`src/rtl/axi4s_framer_esc.sv`:
```
// Byte-stream framer with escape stuffing.
//
// Wraps each AXI4-Stream packet in START_BYTE ... STOP_BYTE. When ESC_EN is set, any payload
// byte equal to a control byte is sent as ESC_BYTE followed by (byte ^ ESC_XOR). The output is
// a single registered slot with full back-pressure.
//
// Ports:
//   aclk, aresetn          clock, asynchronous active-low reset
//   target_t{valid,ready,data,last}   payload byte stream in
//   initiator_t{valid,ready,data}     framed byte stream out
//   frame_count            frames whose STOP byte was accepted downstream
//   esc_count              escape sequences inserted
//   busy                   high from START emission until STOP accepted downstream
module axi4s_framer_esc #(
    parameter logic [7:0]  START_BYTE = 8'h7D,
    parameter logic [7:0]  STOP_BYTE  = 8'h7E,
    parameter logic [7:0]  ESC_BYTE   = 8'h7C,
    parameter logic [7:0]  ESC_XOR    = 8'h20,
    parameter bit          ESC_EN     = 1'b1,
    parameter int unsigned CNT_W      = 16
) (
    input  logic             aclk,
    input  logic             aresetn,
    input  logic             target_tvalid,
    output logic             target_tready,
    input  logic [7:0]       target_tdata,
    input  logic             target_tlast,
    output logic             initiator_tvalid,
    input  logic             initiator_tready,
    output logic [7:0]       initiator_tdata,
    output logic [CNT_W-1:0] frame_count,
    output logic [CNT_W-1:0] esc_count,
    output logic             busy
);

    if (START_BYTE == STOP_BYTE || START_BYTE == ESC_BYTE || STOP_BYTE == ESC_BYTE) begin : gen_bad_delims
        $fatal(1, "axi4s_framer_esc: START_BYTE, STOP_BYTE and ESC_BYTE must be distinct");
    end

    typedef enum logic [1:0] {StIdle, StData, StEsc2, StStop} state_e;

    state_e             state_q, state_d;
    logic               tvalid_q, tvalid_d;
    logic [7:0]         tdata_q, tdata_d;
    logic [7:0]         hold_q, hold_d;
    logic               hold_last_q, hold_last_d;
    logic               stop_loaded_q, stop_loaded_d;
    logic               busy_q, busy_d;
    logic [CNT_W-1:0]   frame_q, frame_d;
    logic [CNT_W-1:0]   esc_q, esc_d;

    logic               slot_free;
    logic               out_hs;
    logic               need_esc;
    logic               load;
    logic [7:0]         load_byte;

    assign slot_free = !tvalid_q || initiator_tready;
    assign out_hs    = tvalid_q && initiator_tready;
    assign need_esc  = ESC_EN && (target_tdata == START_BYTE || target_tdata == STOP_BYTE ||
                                  target_tdata == ESC_BYTE);

    assign target_tready    = (state_q == StData) && slot_free;
    assign initiator_tvalid = tvalid_q;
    assign initiator_tdata  = tdata_q;
    assign frame_count      = frame_q;
    assign esc_count        = esc_q;
    assign busy             = busy_q;

    always_comb begin
        state_d       = state_q;
        tvalid_d      = tvalid_q;
        tdata_d       = tdata_q;
        hold_d        = hold_q;
        hold_last_d   = hold_last_q;
        stop_loaded_d = stop_loaded_q;
        busy_d        = busy_q;
        frame_d       = frame_q;
        esc_d         = esc_q;
        load          = 1'b0;
        load_byte     = 8'h00;

        unique case (state_q)
            StIdle: begin
                // START is emitted without consuming the first payload byte.
                if (target_tvalid && slot_free) begin
                    load      = 1'b1;
                    load_byte = START_BYTE;
                    busy_d    = 1'b1;
                    state_d   = StData;
                end
            end
            StData: begin
                if (target_tvalid && target_tready) begin
                    load = 1'b1;
                    if (need_esc) begin
                        load_byte   = ESC_BYTE;
                        hold_d      = target_tdata ^ ESC_XOR;
                        hold_last_d = target_tlast;
                        esc_d       = esc_q + CNT_W'(1);
                        state_d     = StEsc2;
                    end else begin
                        load_byte = target_tdata;
                        if (target_tlast) begin
                            state_d = StStop;
                        end
                    end
                end
            end
            StEsc2: begin
                if (slot_free) begin
                    load      = 1'b1;
                    load_byte = hold_q;
                    state_d   = hold_last_q ? StStop : StData;
                end
            end
            StStop: begin
                if (!stop_loaded_q) begin
                    if (slot_free) begin
                        load          = 1'b1;
                        load_byte     = STOP_BYTE;
                        stop_loaded_d = 1'b1;
                    end
                end else if (out_hs) begin
                    // STOP accepted; the next frame's START may reload the slot this same cycle.
                    frame_d       = frame_q + CNT_W'(1);
                    busy_d        = 1'b0;
                    stop_loaded_d = 1'b0;
                    state_d       = StIdle;
                    if (target_tvalid) begin
                        load      = 1'b1;
                        load_byte = START_BYTE;
                        busy_d    = 1'b1;
                        state_d   = StData;
                    end
                end
            end
            default: state_d = StIdle;
        endcase

        if (load) begin
            tvalid_d = 1'b1;
            tdata_d  = load_byte;
        end else if (out_hs) begin
            tvalid_d = 1'b0;
        end
    end

    always_ff @(posedge aclk or negedge aresetn) begin
        if (!aresetn) begin
            state_q       <= StIdle;
            tvalid_q      <= 1'b0;
            tdata_q       <= 8'h00;
            hold_q        <= 8'h00;
            hold_last_q   <= 1'b0;
            stop_loaded_q <= 1'b0;
            busy_q        <= 1'b0;
            frame_q       <= '0;
            esc_q         <= '0;
        end else begin
            state_q       <= state_d;
            tvalid_q      <= tvalid_d;
            tdata_q       <= tdata_d;
            hold_q        <= hold_d;
            hold_last_q   <= hold_last_d;
            stop_loaded_q <= stop_loaded_d;
            busy_q        <= busy_d;
            frame_q       <= frame_d;
            esc_q         <= esc_d;
        end
    end

endmodule

```
`config.mk`:
```
export PLATFORM = sky130hd
export DESIGN_NAME = axi4s_framer_esc
export DESIGN_NICKNAME = d
export VERILOG_FILES = /design/src/rtl/axi4s_framer_esc.sv
export SDC_FILE = /design/constraint.sdc
export NUM_CORES = 1
export LEC_CHECK = 0
export ABC_AREA = 1
export CORE_MARGIN = 3
export CORE_UTILIZATION = 52
export CTS_BUF_LIST = sky130_fd_sc_hd__clkbuf_16
export DETAILED_ROUTE_END_ITERATION = 10
export PLACE_DENSITY = 0.79
export SYNTH_ARGS = -nofsm -noshare
export SYNTH_HDL_FRONTEND = slang
export SYNTH_SLANG_ARGS = --single-unit
```
`constraint.sdc`:
```
create_clock -name aclk -period 1.9 [get_ports aclk]
set_input_delay 0.38 -clock aclk [delete_from_list [all_inputs] [get_ports aclk]]
set_output_delay 0.38 -clock aclk [all_outputs]
set_load 0.01 [all_outputs]
```
## Word level (Yosys, flattened, before mapping)

Index checks and enable logic that the tools add are counted.

- Output and inout bits: 43
- Register bits after elaboration: 54
- Word-level logic and storage cells: 73
- Input bits: 13

- Multiplexer cells: 34
- Reductions and logical operators: 15
- Add/subtract/negate cells: 2
- Bitwise operators: 1
- Eq/ne operators: 12

Operators with widths:

| operator | number |
|---|---|
| $add A16 B1 Y16 const B | 2 |
| $mux W8 | 4 |
| $pmux W8 S4 | 1 |
| $mux W7 | 4 |
| $eq A8 B7 Y1 const B | 3 |
| $mux W2 | 8 |
| $mux W1 | 14 |
| $ne A2 B2 Y1 const B | 4 |
| $pmux W2 S4 | 1 |
| $reduce_and A3 Y1 | 2 |
| $reduce_and A6 Y1 | 1 |
| $eq A2 B2 Y1 const B | 2 |
| $logic_and A1 B1 Y1 | 4 |
| $pmux W1 S4 | 1 |
| $reduce_and A4 Y1 | 1 |
| $reduce_bool A2 Y1 | 2 |
| $logic_or A1 B1 Y1 | 3 |
| $ne A3 B3 Y1 const B | 1 |
| $eq A2 B1 Y1 const B | 1 |
| $logic_not A2 Y1 | 1 |
| $ne A2 B1 Y1 const B | 1 |
| $pmux W1 S2 | 1 |
| $logic_not A1 Y1 | 1 |
| $not A1 Y1 | 1 |

## Longest topological paths before layout

- Word-level depth: 7
- Gate-level depth with buffers: 10
- Gate-level depth less buffers: 9

## Least setup slack after synthesis

No wires, ideal clock.

- Kind: register -> register
- Start point: register esc_q[0], in the netlist esc_count[0]
- End point: register esc_q[8], in the netlist esc_count[8]
- Buffers on the path: 0
- Data arrival time: 1.289 ns
- Cell stages (with the launch flop): 9
- Setup slack: 0.494 ns
- Period minus slack after synthesis: 1.406 ns
- Cells stage by stage: dfrtp_1 -> ha_1 -> nand2_1 -> nor2_1 -> inv_1 -> nor2_1 -> nand2_1 -> nand2_1 -> nand2_1

- Cells in the longest elaborated chain, start to end: 1

Ends and longest elaborated chain:

| element | line | text |
|---|---|---|
| start: declaration | 50 | `logic [CNT_W-1:0] esc_q, esc_d;` |
| start signal: assignment | 169 | `esc_q <= esc_d;` |
| $add A16 B1 Y16 | 100 | `esc_d = esc_q + CNT_W'(1);` |

No other way between the ends.
A chain may end at the register's enable or synchronous reset.

## Worst setup path in the final report

- Start point: input port initiator_tready
- End point: output port target_tready

- Cells in the longest elaborated chain, start to end: 2

Ends and longest elaborated chain:

| element | line | text |
|---|---|---|
| start: declaration | 29 | `input logic initiator_tready,` |
| $logic_or A1 B1 Y1 | 58 | `assign slot_free = !tvalid_q \|\| initiator_tready;` |
| $logic_and A1 B1 Y1 | 63 | `assign target_tready = (state_q == StData) && slot_free;` |
| end: declaration | 25 | `output logic target_tready,` |

No other way between the ends.

==> results.sh <==
export IMPL_status="completed"
export IMPL_cts_tree="done"
export IMPL_synthXorXnorAreaFrac=0.04050
export IMPL_crit_arrival_ns=1.37
export IMPL_worst_pin_slew_ns=0.3976
export IMPL_layout_common_cells="nand2_1 (156), inv_1 (58), dfrtp_1 (54), clkdlybuf4s50_1 (53), nor2_1 (44)"
export IMPL_grt_overflow_total=0
export IMPL_hold_buffers=0
export IMPL_antenna_found_initial=0
export IMPL_yosys_area_share_adder=0.008264
export IMPL_gp_congestion=0.8932
export IMPL_tns_ns=0
export IMPL_row_count=27
export IMPL_total_power_w=0.004026
export IMPL_track_usage=0.2243
export IMPL_avgSynthCellArea_um2=7.175
export IMPL_finalHoldViolCount=0
export IMPL_irDropWorstVdd_uv=692.3
export IMPL_final_util=0.6992
export IMPL_reg2reg_depth=8
export IMPL_insertion_delay_ns=0.29
export IMPL_crit_required_ns=1.52
export IMPL_detail_route_vias_per_cell=5.035
export IMPL_cp_start_kind="input pin"
export IMPL_cts_setup_buffers=0
export IMPL_die_area_um2=6774
export IMPL_whs_ns=0.07822
export IMPL_wirelength_mm=7.026
export IMPL_grt_pass1_vias=2665
export IMPL_setup_viol=0
export IMPL_drv_slew=0
export IMPL_maxCapViolCount=0
export IMPL_synth_simple_area_share=0.3748
export IMPL_min_path_type="input pin to async pin"
export IMPL_nets=510
export IMPL_timing_setup_critical_path_class="input pin to primary output"
export IMPL_die_w_um=82.31
export IMPL_synthMuxAreaShare=0
export IMPL_synth_cells=422
export IMPL_slowest_delay_ns=0.48
export IMPL_cp_end_kind="primary output"
export IMPL_clk_pin_slew_worst_paths_ns=0.07
export IMPL_fmax_ghz=0.5710
export IMPL_leakagePower_nw=1.944
export IMPL_reg2reg_to="esc_count[8]"
export IMPL_firstDrtPassIters=5
export IMPL_synth_compound_area_frac=0.04587
export IMPL_synth_top_family_by_area="simple AND/OR/NAND/NOR gates"
export IMPL_place_port_buffers=55
export IMPL_yosysWarnings=0
export IMPL_routed_via_count=2860
export IMPL_grt_pass1_wl_mm=11.71
export IMPL_antenna_cells=0
export IMPL_power_density_nw_per_um2=1033
export IMPL_crit_top_cell="inv_1"
export IMPL_rsz0062_at_grt="false"
export IMPL_grt_max_degree=32
export IMPL_r2r_start="esc_count[0]"
export IMPL_ff2ff_setup_slack_ns=0.26
export IMPL_drc=0
export IMPL_syn_cell_area_um2=3028
export IMPL_clock_sink_count=54
export IMPL_yosysUniqueCellTypes=29
export IMPL_fin_crit_sh=0.9217
export IMPL_syn_to_final_growth_pct=28.72
export IMPL_fin_crit_ns=1.751
export IMPL_slew_headroom=0.7349
export IMPL_htree_levels=2
export IMPL_start_util=0.5432
export IMPL_hpwl_mm=5.365
export IMPL_cts_path_max_buffers=2
export IMPL_final_common_cell="nand2_1"
export IMPL_ant_nets=0
export IMPL_drive_above_1_share=0.08065
export IMPL_die_h_um=82.31
export IMPL_cts_root_buffer="clkbuf_16"
export IMPL_top_level_ports=56
export IMPL_crit_path_cell_trace="clkdlybuf4s50_1 > inv_1 > nand2_2 > inv_1 > nor2_1 > dlygate4sd2_1"
export IMPL_ys_seq_area_frac=0.4463
export IMPL_fin_skew_ns=0.007134
export IMPL_coreArea_um2=5574
export IMPL_drtIter0Drc=145
export IMPL_post_cts_resized=1
export IMPL_crit_slowest_cell="clkdlybuf4s50_1"
export IMPL_synth_nets=437
export IMPL_routedWlPerCell_um=12.37
export IMPL_worstPathMaxFanout=2
export IMPL_numCtsBuffers=5
export IMPL_ys_ff_latch=54
critical path, delay by kind of cell:
family	cells	cell delay [ns]
buf+inv	4	0.85
simple gates	2	0.13
final cells by class:
| class | instances | area, um^2 |
|---|---|---|
| Tap cell | 72 | 90.09 |
| Clock inverter | 3 | 23.77 |
| Inverter | 60 | 226.5 |
| Clock buffer | 5 | 125.1 |
| Fill cell | 458 | 1677 |
| Sequential cell | 54 | 1351 |
| Timing Repair Buffer | 70 | 656.9 |
| Multi-Input combinational cell | 304 | 1424 |
metal layers:
metal,track usage,vias up,part of all wire
met1,0.2836,1309,0.45
met2,0.3886,86,0.49
li1,-,1457,-
met5,0,-,0
met3,0.02711,8,0.046
met4,0.08804,0,0.014
flip-flops by register name (all words and copies together), names as in the netlist:
name,cells
busy,1
esc_count,16
frame_count,16
hold_last_q,1
hold_q,8
initiator_tdata,8
initiator_tvalid,1
state_q,2
stop_loaded_q,1
how the worst max path moves through the flow:
| stage | start | to | slack (ns) |
|---|---|---|---|
| 2_1_floorplan | esc_count[0] | esc_count[8] | 0.49 |
| 3_3_place_gp | initiator_tready | target_tready | -0.12 |
| 3_5_place_dp | initiator_tready | esc_count[8] | -0.13 |
| 4_1_cts | initiator_tready | target_tready | 0.14 |
| 5_1_grt | initiator_tready | esc_count[8] | 0.05 |
| 6_report | initiator_tready | target_tready | 0.15 |
synth_stat cells (all sizes together):
library cell	number	area, um^2
nand2	162	633.1
inv	59	221.5
dfrtp	54	1351
nor2	51	226.5
nand3	29	157.7
o21ai	21	105.1
nand4	11	68.82
xor2	9	78.83
nor3	7	35.03
xnor2	5	43.79
buf	4	28.78
ha	2	25.02
a21oi	1	5.000
a22oi	1	7.510
a31oi	1	6.260
and3	1	6.260
clkinv	1	5.000
nand3b	1	7.510
o211ai	1	7.510
o21bai	1	7.510
cell families after synthesis:
| group | after synthesis |
|---|---|
| simple gates | 262 |
| buf+inv | 64 |
| xor+xnor | 14 |
| flops | 54 |
| compound gates | 26 |
| fa+ha+maj | 2 |
power by group:
group	switching [W]	internal, W
combinational	0.000817	0.000692
sequential	0.000215	0.00139
clock	0.000418	0.000493
through the flow:
| stage | instance area [um^2] | worst slack (ns) | instances |
|---|---|---|---|
| floorplan | 3028 | 0.4937 | 422 |
| global placement | 3747 | -0.1190 | 560 |
| detailed placement | 3747 | -0.1301 | 560 |
| CTS | 3895 | 0.1392 | 568 |
| global route | 3897 | 0.04750 | 568 |
| finish | 3897 | 0.1487 | 568 |
No activity file was read; power rests on OpenSTA's default activity.
